File: config.mk
export PLATFORM = sky130hd
export DESIGN_NAME = adc_seq
export DESIGN_NICKNAME = d
export VERILOG_FILES = /design/src/rtl/adc_seq.sv
export SDC_FILE = /design/constraint.sdc
export NUM_CORES = 1
export LEC_CHECK = 0
export CAP_MARGIN = 20
export CORE_ASPECT_RATIO = 1.2
export CORE_MARGIN = 5
export CORE_UTILIZATION = 40
export CTS_CLUSTER_DIAMETER = 120
export CTS_CLUSTER_SIZE = 12
export DETAILED_ROUTE_END_ITERATION = 8
export PLACE_DENSITY = 0.65
export SYNTH_ARGS = -nofsm -noshare
export SYNTH_HDL_FRONTEND = slang
export SYNTH_SLANG_ARGS = --single-unit
File: constraint.sdc
create_clock -name clk -period 3.5 [get_ports clk]
set_input_delay 0.875 -clock clk [delete_from_list [all_inputs] [get_ports clk]]
set_output_delay 0.875 -clock clk [all_outputs]
set_load 0.05 [all_outputs]
File: src/rtl/adc_seq.sv
// Round-robin ADC acquisition sequencer: walks an enabled-slot table, programs the
// ADC interface per slot, collects a fixed number of samples and buffers them one deep.
//
// state  | meaning
// IDLE   | not acquiring, waiting for start
// SELECT | pick next enabled slot after the pointer
// LOAD   | ldctrl pulse, ctrlword presented
// PWAIT  | programming wait countdown, then wait for mbusy low
// ACQ    | enable high, counting samples
// DRAIN  | enable low, waiting for mbusy low
module adc_seq #(
  parameter int NSLOT = 4,
  parameter int PROG_WAIT = 64,
  localparam int IW = (NSLOT > 1) ? $clog2(NSLOT) : 1
) (
  input  logic          clk,
  input  logic          arstn,
  input  logic          start,
  input  logic          stop,
  input  logic          cfg_wr,
  input  logic [IW-1:0] cfg_idx,
  input  logic [9:0]    cfg_word,
  input  logic [15:0]   cfg_nsamp,
  input  logic          cfg_en,
  output logic [9:0]    ctrlword,
  output logic          ldctrl,
  output logic          enable,
  input  logic          mbusy,
  input  logic [31:0]   douta,
  input  logic          valida,
  output logic [31:0]   sample_data,
  output logic [IW-1:0] sample_slot,
  output logic          sample_valid,
  input  logic          sample_ready,
  output logic          running,
  output logic          overflow,
  input  logic          clr_ovf
);

  localparam logic [2:0] S_IDLE   = 3'd0;
  localparam logic [2:0] S_SELECT = 3'd1;
  localparam logic [2:0] S_LOAD   = 3'd2;
  localparam logic [2:0] S_PWAIT  = 3'd3;
  localparam logic [2:0] S_ACQ    = 3'd4;
  localparam logic [2:0] S_DRAIN  = 3'd5;
  localparam int WW = (PROG_WAIT > 1) ? $clog2(PROG_WAIT) : 1;

  logic [2:0]       state_q, state_d;
  logic [9:0]       tbl_word_q [NSLOT];
  logic [9:0]       tbl_word_d [NSLOT];
  logic [15:0]      tbl_nsamp_q [NSLOT];
  logic [15:0]      tbl_nsamp_d [NSLOT];
  logic [NSLOT-1:0] tbl_en_q, tbl_en_d;
  logic [IW-1:0]    ptr_q, ptr_d;
  logic             stop_pend_q, stop_pend_d;
  logic [WW-1:0]    wcnt_q, wcnt_d;
  logic [15:0]      scnt_q, scnt_d;
  logic [15:0]      nsamp_q, nsamp_d;
  logic [9:0]       ctrlword_q, ctrlword_d;
  logic [31:0]      sdata_q, sdata_d;
  logic [IW-1:0]    sslot_q, sslot_d;
  logic             svalid_q, svalid_d;
  logic             ovf_q, ovf_d;

  logic             found;
  logic [IW-1:0]    nxt_slot;
  logic [IW-1:0]    cand;
  logic             pend_now;
  logic [15:0]      last_cnt;
  logic             take;

  always_comb begin
    tbl_word_d  = tbl_word_q;
    tbl_nsamp_d = tbl_nsamp_q;
    tbl_en_d    = tbl_en_q;
    if (cfg_wr) begin
      tbl_word_d[cfg_idx]  = cfg_word;
      tbl_nsamp_d[cfg_idx] = cfg_nsamp;
      tbl_en_d[cfg_idx]    = cfg_en;
    end
  end

  // Scan downward so the nearest enabled slot after the pointer wins; k=NSLOT is the pointer itself.
  always_comb begin
    found    = 1'b0;
    nxt_slot = ptr_q;
    cand     = '0;
    for (int k = NSLOT; k >= 1; k--) begin
      cand = ptr_q + IW'(k);
      if (tbl_en_q[cand]) begin
        found    = 1'b1;
        nxt_slot = cand;
      end
    end
  end

  assign pend_now = stop_pend_q | (stop & (state_q != S_IDLE));
  assign last_cnt = (nsamp_q == 16'd0) ? 16'd0 : nsamp_q - 16'd1;

  always_comb begin
    state_d    = state_q;
    ptr_d      = ptr_q;
    ctrlword_d = ctrlword_q;
    wcnt_d     = wcnt_q;
    scnt_d     = scnt_q;
    nsamp_d    = nsamp_q;
    case (state_q)
      S_IDLE: if (start) state_d = S_SELECT;
      S_SELECT: begin
        if (pend_now || !found) begin
          state_d = S_IDLE;
        end else begin
          ptr_d      = nxt_slot;
          ctrlword_d = tbl_word_q[nxt_slot];
          state_d    = S_LOAD;
        end
      end
      S_LOAD: begin
        wcnt_d  = WW'(PROG_WAIT - 1);
        state_d = S_PWAIT;
      end
      S_PWAIT: begin
        if (wcnt_q != '0) begin
          wcnt_d = wcnt_q - 1'b1;
        end else if (pend_now) begin
          state_d = S_IDLE;
        end else if (!mbusy) begin
          scnt_d  = '0;
          nsamp_d = tbl_nsamp_q[ptr_q];
          state_d = S_ACQ;
        end
      end
      S_ACQ: begin
        if (stop) begin
          state_d = S_DRAIN;
        end else if (valida) begin
          if (scnt_q == last_cnt) state_d = S_DRAIN;
          else scnt_d = scnt_q + 16'd1;
        end
      end
      S_DRAIN: if (!mbusy) state_d = S_SELECT;
      default: state_d = S_IDLE;
    endcase
    stop_pend_d = (state_d == S_IDLE) ? 1'b0 : pend_now;
  end

  // A drop on a full, unaccepted buffer keeps the old sample; a set beats a clear.
  always_comb begin
    take     = valida && (state_q == S_ACQ || state_q == S_DRAIN);
    sdata_d  = sdata_q;
    sslot_d  = sslot_q;
    svalid_d = svalid_q;
    ovf_d    = ovf_q & ~clr_ovf;
    if (take) begin
      if (!svalid_q || sample_ready) begin
        sdata_d  = douta;
        sslot_d  = ptr_q;
        svalid_d = 1'b1;
      end else begin
        ovf_d = 1'b1;
      end
    end else if (sample_ready) begin
      svalid_d = 1'b0;
    end
  end

  always_ff @(posedge clk or negedge arstn) begin
    if (!arstn) begin
      state_q     <= S_IDLE;
      for (int i = 0; i < NSLOT; i++) begin
        tbl_word_q[i]  <= '0;
        tbl_nsamp_q[i] <= '0;
      end
      tbl_en_q    <= '0;
      ptr_q       <= IW'(NSLOT - 1);
      stop_pend_q <= 1'b0;
      wcnt_q      <= '0;
      scnt_q      <= '0;
      nsamp_q     <= '0;
      ctrlword_q  <= '0;
      sdata_q     <= '0;
      sslot_q     <= '0;
      svalid_q    <= 1'b0;
      ovf_q       <= 1'b0;
    end else begin
      state_q     <= state_d;
      tbl_word_q  <= tbl_word_d;
      tbl_nsamp_q <= tbl_nsamp_d;
      tbl_en_q    <= tbl_en_d;
      ptr_q       <= ptr_d;
      stop_pend_q <= stop_pend_d;
      wcnt_q      <= wcnt_d;
      scnt_q      <= scnt_d;
      nsamp_q     <= nsamp_d;
      ctrlword_q  <= ctrlword_d;
      sdata_q     <= sdata_d;
      sslot_q     <= sslot_d;
      svalid_q    <= svalid_d;
      ovf_q       <= ovf_d;
    end
  end

  assign ctrlword     = ctrlword_q;
  assign ldctrl       = (state_q == S_LOAD);
  assign enable       = (state_q == S_ACQ);
  assign running      = (state_q != S_IDLE);
  assign sample_data  = sdata_q;
  assign sample_slot  = sslot_q;
  assign sample_valid = svalid_q;
  assign overflow     = ovf_q;

endmodule

==> impl_results.md, run 1 <==
* Setup CP Type: flip-flop to flip-flop
* Worst Path Required at 3800 ps
* GR Layer Usage met2 at 27.2%
* Status: complete, no violations
* CP Cell Sequence: or4_4 > nor4_4 > xnor2_1 > or4b_1 > a32o_2 > nor4_4 > buf_4 > or2_1 > o21ai_1
* Synth warnings at 0
* Die span in y at 178 um
* GRT busiest layer: met2
* First-pass GRT wire length at 34,600 um
* Initial antenna violation count at 0
* CTS clk-pin slew, worst paths at 70 ps
* CORE AREA at 23,300 sq um
* Worst-path fanout max at 11
* CP Capture Point: scnt_q[2]$_DFFE_PN0P_
* Filler cells at 2,073
* Dpl hpwl at 14,500 um
* Worst path arrival time at 3570 ps
* Final instance area at 11,700 sq um
* R2r startpoint: nsamp_q[5]$_DFFE_PN0P_
* CTS tree: yes
* Crit path time final at 3270 ps
* Post-CTS setup buffers at 0
* Most common library cells after synthesis: dfrtp_1, mux2_2, nand2_1
* CP startpoint: nsamp_q[5]$_DFFE_PN0P_
* Mean Syn Cell Area at 12.6 sq um
* Worst-case vdd ir drop at 0.513 mV
* Final Wtd Congestion at 0.837
* Worst R2R End: scnt_q[2]$_DFFE_PN0P_
* FP Rows at 61
* Port Buffers at 118
* Crit-path slowest cell: or4_4
* Initial cell density of the core at 40.6%
* DR vias/cell at 5.30
* Final Total Pwr at 7320 uW
* Max incr delay on CP at 620 ps
* Max Fclk at 306 MHz
* Vias in the first global route at 6,579
* Final Max Slew Viols at 0
* Crit end category: flip-flop
* Tcrit/Tclk final at 93.4%
* ANT cells at 0
* CTS max path bufs at 2
* H-Tree Depth at 4
* DRT antenna net count at 0
* Worst path most repeated cell: nor4_4
* Vias post-DR at 6,359
* Clk Tree Root Cell: clkbuf_16
* Setup TNS Final at 0 ps
* Syn_nets at 823
* Sequential Area at 4960 sq um
* Area of the multi-input gates at 4260 sq um
* GR Util met3 at 3.30%
* Clock Latency Late Sink at 420 ps
* Area leader, netlist: dfrtp_1
* Initial DRT Pass Iterations at 5
* Largest net degree at the start of global routing at 84
* Total wire length at 20,900 um
* Max cap viols at 0
* RSZ-0062 raised after global routing: no
* Slew margin rel. at 54.8%
* Most frequent cell after synthesis: dfrtp_1
* CTS Buf Count at 17
* Post-synth EDFFs at 0
* Worst Reg-to-Reg Cells at 9
* Area Overhead vs Synth at 23.3%
* Leakage at 0.00498 uW
* Die ar. at 26,800 sq um
* Number of remaining DRC errors at 0
* CTS sink cnt at 198
* Worst setup SP type: flip-flop
* Ys flop type: dfrtp_1
* Die X at 150 um
* Initial DRC count at 312
* Setup Viol. Count Final at 0
* Mapped Area at 9460 sq um
* DR WL/cell at 17.4 um
* Post-placement cell area at 11,100 sq um
* Gr usage total at 16.2%
* Met1 track demand over resource at 21.3%
* Power Density at 627 nW/um^2
* Area share of the largest cell type after synthesis at 51.8%
* Clock skew at 11.8 ps
* Async S/R FF share, synth at 100%
* GRT Residual Overflow at 0
* Final-stage net count at 945
* Worst R2R Setup Slack at 230 ps
* Final hold vios at 0
* I/O pin count at 119
* Sequential fraction of the synthesis area at 52.4%
* Mapped Cells at 749
* Synth unique cells at 67
* Yosys reg bits at 198
* Layout cells sized above 1 at 29.9%
* Worst-margin pin slew at 678 ps
* Top post-synthesis cells by area: dfrtp_1, mux2_2, mux4_2
* Hold/Removal Path Class: flip-flop to flip-flop
## per-stage QoR
step           hold WS (ps)  setup WS, ps  util, %  std cells
2_1_floorplan           463           305        -        749
3_3_place_gp            471           260     47.5       1167
3_5_place_dp            478           243     47.5       1167
4_1_cts                 493           246     50.1       1199
5_1_grt                 514          71.7     50.1       1199
6_report                490           231     50.1       1199
## flip-flops by register name, indices dropped and copies added, names as in the netlist
register,cells
wcnt_q,6
sample_valid,1
tbl_nsamp_q,64
ptr_q,2
scnt_q,16
ctrlword,10
overflow,1
sample_data,32
state_q,3
stop_pend_q,1
tbl_word_q,40
nsamp_q,16
tbl_en_q,4
sample_slot,2
## critical path: cells and delay by family, from the launching register on
family          cells  cell delay [ps]
xor+xnor            1              130
simple gates        5             1930
buf+inv             1              230
flops               1              460
compound gates      2              410
## placed cells by master (no fill, tap or decap), types with 4 or more instances in the layout
master / n
xnor2_1: 11
mux4_2: 16
nor2b_1: 4
buf_4: 25
o21ai_1: 5
mux2_2: 169
nor2_1: 18
mux2i_1: 14
nor4_1: 12
clkdlybuf4s50_1: 117
o31ai_1: 12
dfrtp_1: 196
nand3_1: 11
or4_1: 5
and3_1: 6
nand2b_1: 12
nand2_1: 47
nand3b_1: 6
a21oi_1: 21
o22ai_1: 5
clkbuf_16: 17
nand4_1: 7
nor3_1: 12
ha_1: 4
o21ai_0: 34
inv_1: 16
o311ai_0: 4
## what timing repair did
action	4_1_cts	5_1_grt
hold buffers	0	0
setup endpoints to repair	0	1
resized for setup	0	1
hold endpoints to repair	0	0
## metal layers
metal / wire length [um] / up-vias
met1: 9130 / 3200
li1: - / 3015
met4: 304 / 0
met3: 787 / 19
met5: 0 / -
met2: 10700 / 125
## logic make-up after synthesis
| kind of cell | after synthesis | share of synthesized area (%) |
|---|---|---|
| multiplexers | 199 | 25.4 |
| adder cells (fa/ha/maj) | 4 | 0.529 |
| flip-flops | 198 | 52.4 |
| XOR/XNOR | 15 | 1.53 |
| AND/OR/NAND/NOR | 163 | 9.61 |
| AO/OA/AOI/OAI | 112 | 7.66 |
| buffers and inverters | 58 | 2.87 |
## area by class of cell
cell class | count | share of cell area [%]
clock inverter | 12 | 1.21
multi-input combinational | 493 | 36.5
timing repair buffer | 144 | 11.9
sequential | 198 | 42.5
tap | 315 | 3.38
inverter | 17 | 0.547
clock buffer | 20 | 3.92
## worst min path at each step
stage	depth (start not counted)	to	startpoint
floorplan	1	wcnt_q[0]$_DFFE_PN0P_	wcnt_q[0]$_DFFE_PN0P_
global route	1	tbl_nsamp_q[34]$_DFFE_PN0P_	tbl_nsamp_q[34]$_DFFE_PN0P_
CTS	1	wcnt_q[0]$_DFFE_PN0P_	wcnt_q[0]$_DFFE_PN0P_
finish	1	wcnt_q[0]$_DFFE_PN0P_	wcnt_q[0]$_DFFE_PN0P_
global placement	2	ctrlword[5]$_DFFE_PN0P_	ctrlword[5]$_DFFE_PN0P_
detailed placement	2	ctrlword[8]$_DFFE_PN0P_	ctrlword[8]$_DFFE_PN0P_
## report_power, final
part	switching [uW]	leakage (uW)	internal [uW]
combinational	1220	0.00223	1070
sequential	320	0.00246	2720
clock	890	0.000293	1110
total	2430	0.00498	4890
No activity file was read; power rests on OpenSTA's default activity.
==> run 2, diff against run 1 <==
CORE_UTILIZATION = 45   (was 40)
PLACE_DENSITY = 0.71   (was 0.65)
RECOVER_POWER = 25   (was default)
==> impl_results.md, run 2 (synthesized netlist as in run 1, its figures left out) <==
* Reg with most FFs: tbl_nsamp_q
* PnR worst setup slack at 260 ps
* Worst-case vdd ir drop at 0.510 mV
* Clk Tree Root Cell: clkbuf_16
* Final Wtd Congestion at 0.885
* Violated checks: capacitance limit, slew limit
* Power Density at 628 nW/um^2
* Max Fclk at 309 MHz
* Most frequent cells in the layout: dfrtp_1, mux2_2, clkdlybuf4s50_1, nand2_1, o21ai_0
* Setup Viol. Count Final at 0
* Layout cells sized above 1 at 29.5%
* Clock skew at 22.3 ps
* Number of remaining DRC errors at 0
* Worst-margin pin slew at 1640 ps
* Hold Buf Count CTS at 0
* Gr usage total at 17.8%
* Worst setup SP type: flip-flop
* Largest register FFs at 64
* Worst path arrival time at 3540 ps
* CTS Buf Count at 17
* DRT antenna net count at 0
* Area Overhead vs Synth at 22.4%
* Worst path most repeated cell: o22ai_1
* Die span in y at 169 um
* Vias in the first global route at 6,668
* Port Buffers at 118
* First-pass GRT wire length at 34,500 um
* Clock Latency Late Sink at 430 ps
* Initial DRC count at 333
* Slew margin rel. at -9.01%
* Post-placement cell area at 11,000 sq um
* CORE AREA at 20,800 sq um
* Initial antenna violation count at 0
* Tcrit/Tclk final at 92.6%
* CTS sink cnt at 198
* Setup TNS Final at 0 ps
* Post-CTS setup buffers at 0
* Worst Path Required at 3800 ps
* Final-stage net count at 942
* Setup CP Type: flip-flop to flip-flop
* Crit end category: flip-flop
* Crit path time final at 3240 ps
* Crit-path slowest cell: or4_2
* FP Rows at 58
* DR WL/cell at 17.9 um
* Max cap viols at 1
* CP Cell Sequence: or3_2 > or4_2 > a2111oi_0 > a41o_2 > o22ai_1 > nor4_4 > buf_4 > or2_1 > o22ai_1
* WHS Path Cells at 2
* CTS max path bufs at 2
* Dpl hpwl at 14,200 um
* Worst Reg-to-Reg Cells at 9
* Initial DRT Pass Iterations at 5
* Die ar. at 24,000 sq um
* Most common cell after layout, fill and taps aside: dfrtp_1
* Total wire length at 20,600 um
* Die X at 142 um
* Max incr delay on CP at 590 ps
* Filler cells at 1,738
* Final Max Slew Viols at 65
* Final hold vios at 0
* Vias post-DR at 6,390
* GRT Residual Overflow at 0
* Leakage at 0.00496 uW
* Quantity of gates resized following cts at 0
* Pre-CTS worst setup slack at 281 ps
* Worst-path fanout max at 9
* DR vias/cell at 5.55
* Final instance area at 11,600 sq um
* CTS tree: yes
* Largest net degree at the start of global routing at 81
* RSZ-0062 raised after global routing: no
* Status: finished, violations left
* H-Tree Depth at 4
* CTS clk-pin slew, worst paths at 70 ps
* ANT cells at 0
* Final hold slack at 494 ps
* Final Total Pwr at 7280 uW
* I/O pin count at 119
* Initial cell density of the core at 45.4%
* Hold/Removal Path Class: flip-flop to flip-flop
==> run 2: changes by cell type in the layout (fill, tap and decap cells not counted) <==
cell and change:
clkbuf_2 +1, clkbuf_8 -1, nor2b_1 +1, buf_4 -5, clkinv_8 +2, clkinvlp_4 +1
nor2b_2 -1, buf_12 +1, clkinv_2 -2, buf_2 +1, bufinv_16 -1
==> run 2: area by class of cell <==
| cell class | instances | area (sq um) | share of cell area [%] |
|---|---|---|---|
| Clock buffer | 20 | 457 | 3.94 |
| Clock inverter | 12 | 141 | 1.22 |
| Inverter | 17 | 63.8 | 0.551 |
| Multi-Input combinational cell | 493 | 4260 | 36.7 |
| Sequential cell | 198 | 4960 | 42.8 |
| Tap cell | 270 | 338 | 2.92 |
| Timing Repair Buffer | 141 | 1370 | 11.8 |
==> run 2: metal layers <==
metal  share of wire, %  wire length (um)  global-route usage, %  vias up
met2                 52             10600                   29.9      118
li1                   -                 -                      -     3013
met4                1.4               293                   4.67        0
met3                4.2               862                   4.10       18
met5                  0                 0                      0        -
met1                 43              8790                   23.2     3241
==> run 2: path summary, 6_finish.rpt <==
path | from | end | slack (ps)
max | nsamp_q[2]$_DFFE_PN0P_ | scnt_q[1]$_DFFE_PN0P_ | 260
min | ctrlword[3]$_DFFE_PN0P_ | ctrlword[3]$_DFFE_PN0P_ | 490
max reg2reg | nsamp_q[2]$_DFFE_PN0P_ | scnt_q[1]$_DFFE_PN0P_ | 260
min reg2reg | ctrlword[3]$_DFFE_PN0P_ | ctrlword[3]$_DFFE_PN0P_ | 490
max in group asynchronous | arstn | tbl_nsamp_q[32]$_DFFE_PN0P_ | 650
min in group asynchronous | arstn | nsamp_q[12]$_DFFE_PN0P_ | 860
==> run 2: worst max-delay path: cells and delay by family, from the launching register on <==
family / cells / cell delay (ps)
AND/OR/NAND/NOR: 4 / 1610
flip-flops: 1 / 450
buffers and inverters: 1 / 200
AO/OA/AOI/OAI: 4 / 880
==> run 2: metrics by stage <==
stage	cells	util, %
final	1151	55.6
after global routing	1151	55.6
after CTS	1151	55.7
after detailed placement	1119	52.9
after global placement	1119	52.9
after floorplan	749	-
==> run 2: power by group <==
group          internal [uW]  total (uW)  switching (uW)
registers               2720        3040             326
logic                   1060        2270            1210
clock network           1050        1960             913
total                   4830        7280            2450
